**src/rtl/vga_scan_timing.sv**
```systemverilog
// VGA raster scan generator: pixel-rate divider, X/Y scan counters, registered sync/blank,
// and coordinate snapshots latched at the start of vertical blank so rendered digits stay stable.
module vga_scan_timing #(
  parameter int H_VISIBLE = 640,
  parameter int H_FRONT   = 16,
  parameter int H_SYNC    = 96,
  parameter int H_BACK    = 48,
  parameter int V_VISIBLE = 480,
  parameter int V_FRONT   = 10,
  parameter int V_SYNC    = 2,
  parameter int V_BACK    = 33,
  parameter int CLK_DIV   = 2,
  parameter int SYNC_POL  = 0,
  parameter int COORD_MAX = 999
) (
  input  logic       clk,
  input  logic       rst_n,
  input  logic [9:0] x_in,
  input  logic [9:0] y_in,
  input  logic [9:0] z_in,
  output logic       pix_tick,
  output logic [9:0] counterX,
  output logic [9:0] counterY,
  output logic       hsync,
  output logic       vsync,
  output logic       video_on,
  output logic       frame_start,
  output logic [9:0] x_snap,
  output logic [9:0] y_snap,
  output logic [9:0] z_snap
);

  localparam int H_TOTAL = H_VISIBLE + H_FRONT + H_SYNC + H_BACK;
  localparam int V_TOTAL = V_VISIBLE + V_FRONT + V_SYNC + V_BACK;
  localparam int DIV_W   = (CLK_DIV > 1) ? $clog2(CLK_DIV) : 1;

  localparam logic [DIV_W-1:0] DIV_LAST = DIV_W'(CLK_DIV - 1);
  localparam logic [9:0] H_LAST    = 10'(H_TOTAL - 1);
  localparam logic [9:0] V_LAST    = 10'(V_TOTAL - 1);
  localparam logic [9:0] H_VIS     = 10'(H_VISIBLE);
  localparam logic [9:0] V_VIS     = 10'(V_VISIBLE);
  localparam logic [9:0] V_VIS_END = 10'(V_VISIBLE - 1);
  localparam logic [9:0] HS_FIRST  = 10'(H_VISIBLE + H_FRONT);
  localparam logic [9:0] HS_LAST   = 10'(H_VISIBLE + H_FRONT + H_SYNC - 1);
  localparam logic [9:0] VS_FIRST  = 10'(V_VISIBLE + V_FRONT);
  localparam logic [9:0] VS_LAST   = 10'(V_VISIBLE + V_FRONT + V_SYNC - 1);
  localparam logic [9:0] C_MAX     = 10'(COORD_MAX);
  localparam logic       SP        = 1'(SYNC_POL);

  logic [DIV_W-1:0] div_q, div_d;
  logic             tick_q, tick_d;
  logic [9:0]       cx_q, cx_d, cy_q, cy_d;
  logic             hs_q, hs_d, vs_q, vs_d, vid_q, vid_d, fs_q, fs_d;
  logic [9:0]       xs_q, xs_d, ys_q, ys_d, zs_q, zs_d;
  logic             snap_now;

  function automatic logic [9:0] clamp(input logic [9:0] v);
    return (v > C_MAX) ? C_MAX : v;
  endfunction

  always_comb begin
    div_d  = (div_q == DIV_LAST) ? '0 : div_q + 1'b1;
    tick_d = (div_d == DIV_LAST);

    cx_d = cx_q;
    cy_d = cy_q;
    if (tick_q) begin
      if (cx_q == H_LAST) begin
        cx_d = '0;
        cy_d = (cy_q == V_LAST) ? 10'd0 : cy_q + 10'd1;
      end else begin
        cx_d = cx_q + 10'd1;
      end
    end

    // Sync/blank follow the counters' next value so they line up with counterX/counterY.
    hs_d  = hs_q;
    vs_d  = vs_q;
    vid_d = vid_q;
    if (tick_q) begin
      hs_d  = ((cx_d >= HS_FIRST) && (cx_d <= HS_LAST)) ? SP : ~SP;
      vs_d  = ((cy_d >= VS_FIRST) && (cy_d <= VS_LAST)) ? SP : ~SP;
      vid_d = (cx_d < H_VIS) && (cy_d < V_VIS);
    end

    fs_d = tick_d && (cx_d == H_LAST) && (cy_d == V_LAST);

    snap_now = tick_q && (cx_q == H_LAST) && (cy_q == V_VIS_END);
    xs_d = snap_now ? clamp(x_in) : xs_q;
    ys_d = snap_now ? clamp(y_in) : ys_q;
    zs_d = snap_now ? clamp(z_in) : zs_q;
  end

  always_ff @(posedge clk or negedge rst_n) begin
    if (!rst_n) begin
      div_q  <= '0;
      tick_q <= 1'b0;
      cx_q   <= '0;
      cy_q   <= '0;
      hs_q   <= ~SP;
      vs_q   <= ~SP;
      vid_q  <= 1'b0;
      fs_q   <= 1'b0;
      xs_q   <= '0;
      ys_q   <= '0;
      zs_q   <= '0;
    end else begin
      div_q  <= div_d;
      tick_q <= tick_d;
      cx_q   <= cx_d;
      cy_q   <= cy_d;
      hs_q   <= hs_d;
      vs_q   <= vs_d;
      vid_q  <= vid_d;
      fs_q   <= fs_d;
      xs_q   <= xs_d;
      ys_q   <= ys_d;
      zs_q   <= zs_d;
    end
  end

  assign pix_tick    = tick_q;
  assign counterX    = cx_q;
  assign counterY    = cy_q;
  assign hsync       = hs_q;
  assign vsync       = vs_q;
  assign video_on    = vid_q;
  assign frame_start = fs_q;
  assign x_snap      = xs_q;
  assign y_snap      = ys_q;
  assign z_snap      = zs_q;

endmodule

```
**config.mk**
```make
export PLATFORM = sky130hd
export DESIGN_NAME = vga_scan_timing
export DESIGN_NICKNAME = d
export VERILOG_FILES = /design/src/rtl/vga_scan_timing.sv
export SDC_FILE = /design/constraint.sdc
export NUM_CORES = 1
export LEC_CHECK = 0
export ABC_AREA = 0
export BUFFER_PORTS_ARGS = -buffer_cell sky130_fd_sc_hd__buf_2
export CAP_MARGIN = 20
export CORE_ASPECT_RATIO = 1.2
export CORE_MARGIN = 2
export CORE_UTILIZATION = 50
export DETAILED_ROUTE_END_ITERATION = 10
export GPL_TIMING_DRIVEN = 0
export PLACE_DENSITY = 0.84
export SLEW_MARGIN = 5
export SYNTH_ARGS = -nofsm -noshare
export SYNTH_HDL_FRONTEND = slang
export SYNTH_SLANG_ARGS = --single-unit
```
**constraint.sdc**
```tcl
create_clock -name clk -period 4.84 [get_ports clk]
set_input_delay 1.21 -clock clk [delete_from_list [all_inputs] [get_ports clk]]
set_output_delay 1.21 -clock clk [all_outputs]
set_load 0.03 [all_outputs]
```
==> impl_summary.txt <==
----------------------------------------------------
[Status]
  Result of the run ... completed

[STA]
  Max-slew violation count ... 0
  Worst Tran Pin Value ... 1010 ps
  Post-route setup TNS ... 0 ps
  Final setup fails ... 0
  Fin crit share ... 0.607
  Peak clock frequency supported by timing ... 0.340 GHz
  Relative max-transition margin ... 0.321
  Unrepaired setup endpoints after global routing ... no
  Minimum hold slack ... 468 ps
  Hold Vio Cnt, Final ... 0
  Clock skew after layout ... 6.44 ps
  Fin crit period ... 2940 ps

[Synth]
  Count of flip-flops with a built-in enable after synthesis ... 0
  Mapped Avg Cell Area ... 9.08 µm²
  Dominant synthesized flop cell ... dfrtp_1
  Most instantiated library cell after synthesis ... nand2_1
  Cell type with the largest total area after synthesis ... dfrtp_1
  Count of unique library cells instantiated by Yosys ... 42
  Number of warnings printed during yosys synthesis ... 0
  Yosys reg bits ... 55
  Share of synthesized registers carrying an async set or reset ... 1.00
  Register area share after synthesis ... 0.520
  Mapped cell area ... 2650 µm²
  Post-synthesis net count ... 327
  List of most frequent post-synthesis cells ... 70 x nand2_1, 53 x dfrtp_1, 30 x nor2_1, 19 x nand3_1, 16 x nor3_1
  Ranking of synthesized cells by area ... dfrtp_1 50%, nand2_1 9.9%, nor2_1 4.2%
  Mapped Cells ... 292
  Proportion of netlist area held by the largest area contributor ... 0.500

[Worst setup path]
  Worst setup path category ... reg -> reg
  CP arrival ... 3140 ps
  Endpoint class of the critical path ... flip-flop
  Required time of the critical path ... 5040 ps
  Maximum net fanout on the critical path ... 6
  Worst Setup Start Kind ... flip-flop

[Finish]
  Net count of the finished layout ... 421
  ANT cells ... 0
  Post-route non-filler standard cell count ... 449
  Filler cell count in the final layout ... 445
  Share of final-layout standard cells stronger than drive strength 1 ... 0.276
  Area used by multi-input combinational logic ... 1170 µm²
  Final core area utilization ... 0.634
  Area grow syn2layout ... 24.1%
  Area taken by flip-flops and latches ... 1380 µm²

[Floorplan]
  Rows ... 29
  Die H ... 83.8 µm
  Core Region ... 5190 µm²
  IO Pins ... 87
  Initial core utilization ... 0.511
  Die Area ... 5910 µm²
  Die Width ... 70.5 µm

[CTS]
  Cts repair resizes ... 0
  TritonCTS Buffers ... 5
  Clock tree root buffer cell ... clkbuf_8
  Reg clk slew, reported paths ... 100 ps
  Clock tree from TritonCTS ... done
  CTS sink count ... 55
  Quantity of hold-fixing buffers added after cts ... 0
  Clock latency on the worst-skew pair ... 300 ps
  Number of buffers inserted to repair setup after CTS ... 0
  # H-tree levels ... 2
  Maximum buffer depth of the clock tree ... 2

[Global routing]
  Total track usage ... 0.220
  Number of global-route vias before repair ... 2370
  GRT overflow ... 0
  Number of antenna violations at the first check in global routing ... 0
  Wire length of the first global-routing pass ... 10600 µm
  Largest net degree at the start of global routing ... 38

[Routing]
  Routed len/inst ... 13.9 µm
  Routed vias/inst ... 5.54
  Count of antenna-violating nets left after detailed routing ... 0
  Total wirelength of the detailed-routed design ... 6230 µm
  Number of design rule violations left after detail routing ... 0
  Drt pass-1 iters ... 4
  Total vias in the final route ... 2486
  Detailed Route Iter0 Violations ... 165

[Place]
  Placed cell count ... 441
  Routability Congestion ... 0.864
  Number of input and output port buffers inserted ... 86
  Half-perimeter wire length after detailed placement ... 4860 µm

[Power]
  Power Density ... 248 nW/µm²
  Maximum VDD drop ... 0.222 mV
  Static leakage ... 1.60 nW

[Hold path]
  Hold Path Class ... reg -> reg

[Flow run]
  Max-cap violation count ... 0

----------------------------------------------------
==> critical path: stages (launching register included) <==
cell	delay, ps
dfrtp_1	420
ha_1	270
nand2_1	140
nor4_1	790
nand4_1	220
xnor2_1	190
or4b_2	630
nor4_2	180
==> sequential cells by signal, indices dropped and copies added (netlist names) <==
name and cells:
hsync 1, video_on 1, counterY 10, pix_tick 1, x_snap 10, counterX 10, vsync 1, y_snap 10
z_snap 10, frame_start 1
==> metrics by stage <==
step	total power, mW	area (µm²)	setup WS, ps
after floorplan	0.489	2650	2260
final	0.815	3290	1900
after global routing	0.845	3290	1790
after detailed placement	0.522	3180	1980
after global placement	0.518	3160	2020
after CTS	0.823	3290	1930
==> power breakdown <==
| group | leakage [nW] | internal [mW] | total [mW] | switching [mW] |
|---|---|---|---|---|
| sequential | 0.611 | 0.463 | 0.466 | 0.00208 |
| combinational | 0.936 | 0.0168 | 0.0460 | 0.0292 |
| clock | 0.0514 | 0.155 | 0.303 | 0.149 |
==> cell families (layout without fill, tap and decap cells) <==
kind of cell	count (synthesis)	in the layout	share of synthesized area
AND/OR/NAND/NOR	170	170	0.310
flip-flops	55	55	0.520
AO/OA/AOI/OAI	28	28	0.0750
buffers and inverters	24	119	0.0377
XOR/XNOR	9	9	0.0297
adder cells (fa/ha/maj)	3	3	0.0142
multiplexers	3	3	0.0132
==> cells in the final DEF (no fill, tap or decap), types with 3 or more instances in the layout <==
master      n
nor3_1     16
nand3_1    19
clkbuf_1    9
nand4_1     6
a31oi_1     3
buf_2      88
nand2_1    70
dfrtp_1    53
nor4_1      3
o21ai_0     8
o2111a_1    3
ha_1        3
and3_1      9
xor2_1      3
a41oi_1     3
o2111ai_1   3
a21oi_1     4
xnor2_1     6
inv_1      12
nor2_1     30
clkbuf_8    5
==> metal layers <==
metal | vias up | track usage | routed length (µm)
met3 | 22 | 0.0700 | 537
li1 | 1194 | - | -
met4 | 0 | 0.0997 | 196
met2 | 124 | 0.354 | 2970
met1 | 1146 | 0.268 | 2530
met5 | - | 0 | 0
==> worst paths after layout <==
| path | cells after the start | slack, ps | endpoint | startpoint |
|---|---|---|---|---|
| max | 7 | 1900 | frame_start$_DFF_PN0_ | counterX[1]$_DFF_PN0_ |
| min in group asynchronous | 1 | 830 | counterY[3]$_DFF_PN0_ | rst_n |
| max reg2reg | 7 | 1900 | frame_start$_DFF_PN0_ | counterX[1]$_DFF_PN0_ |
| min reg2reg | 2 | 470 | x_snap[7]$_DFFE_PN0P_ | x_snap[7]$_DFFE_PN0P_ |
| max in group asynchronous | 2 | 3400 | vsync$_DFFE_PN1P_ | rst_n |
| min | 2 | 470 | x_snap[7]$_DFFE_PN0P_ | x_snap[7]$_DFFE_PN0P_ |
==> final cells by class <==
class	instances	share of cell area
Sequential cell	55	0.419
Multi-Input combinational cell	213	0.357
Timing Repair Buffer	87	0.137
Tap cell	62	0.0236
Clock buffer	6	0.0221
Buffer	12	0.0167
Inverter	12	0.0137
Clock inverter	2	0.0114
No activity file was read; power rests on OpenSTA's default activity.
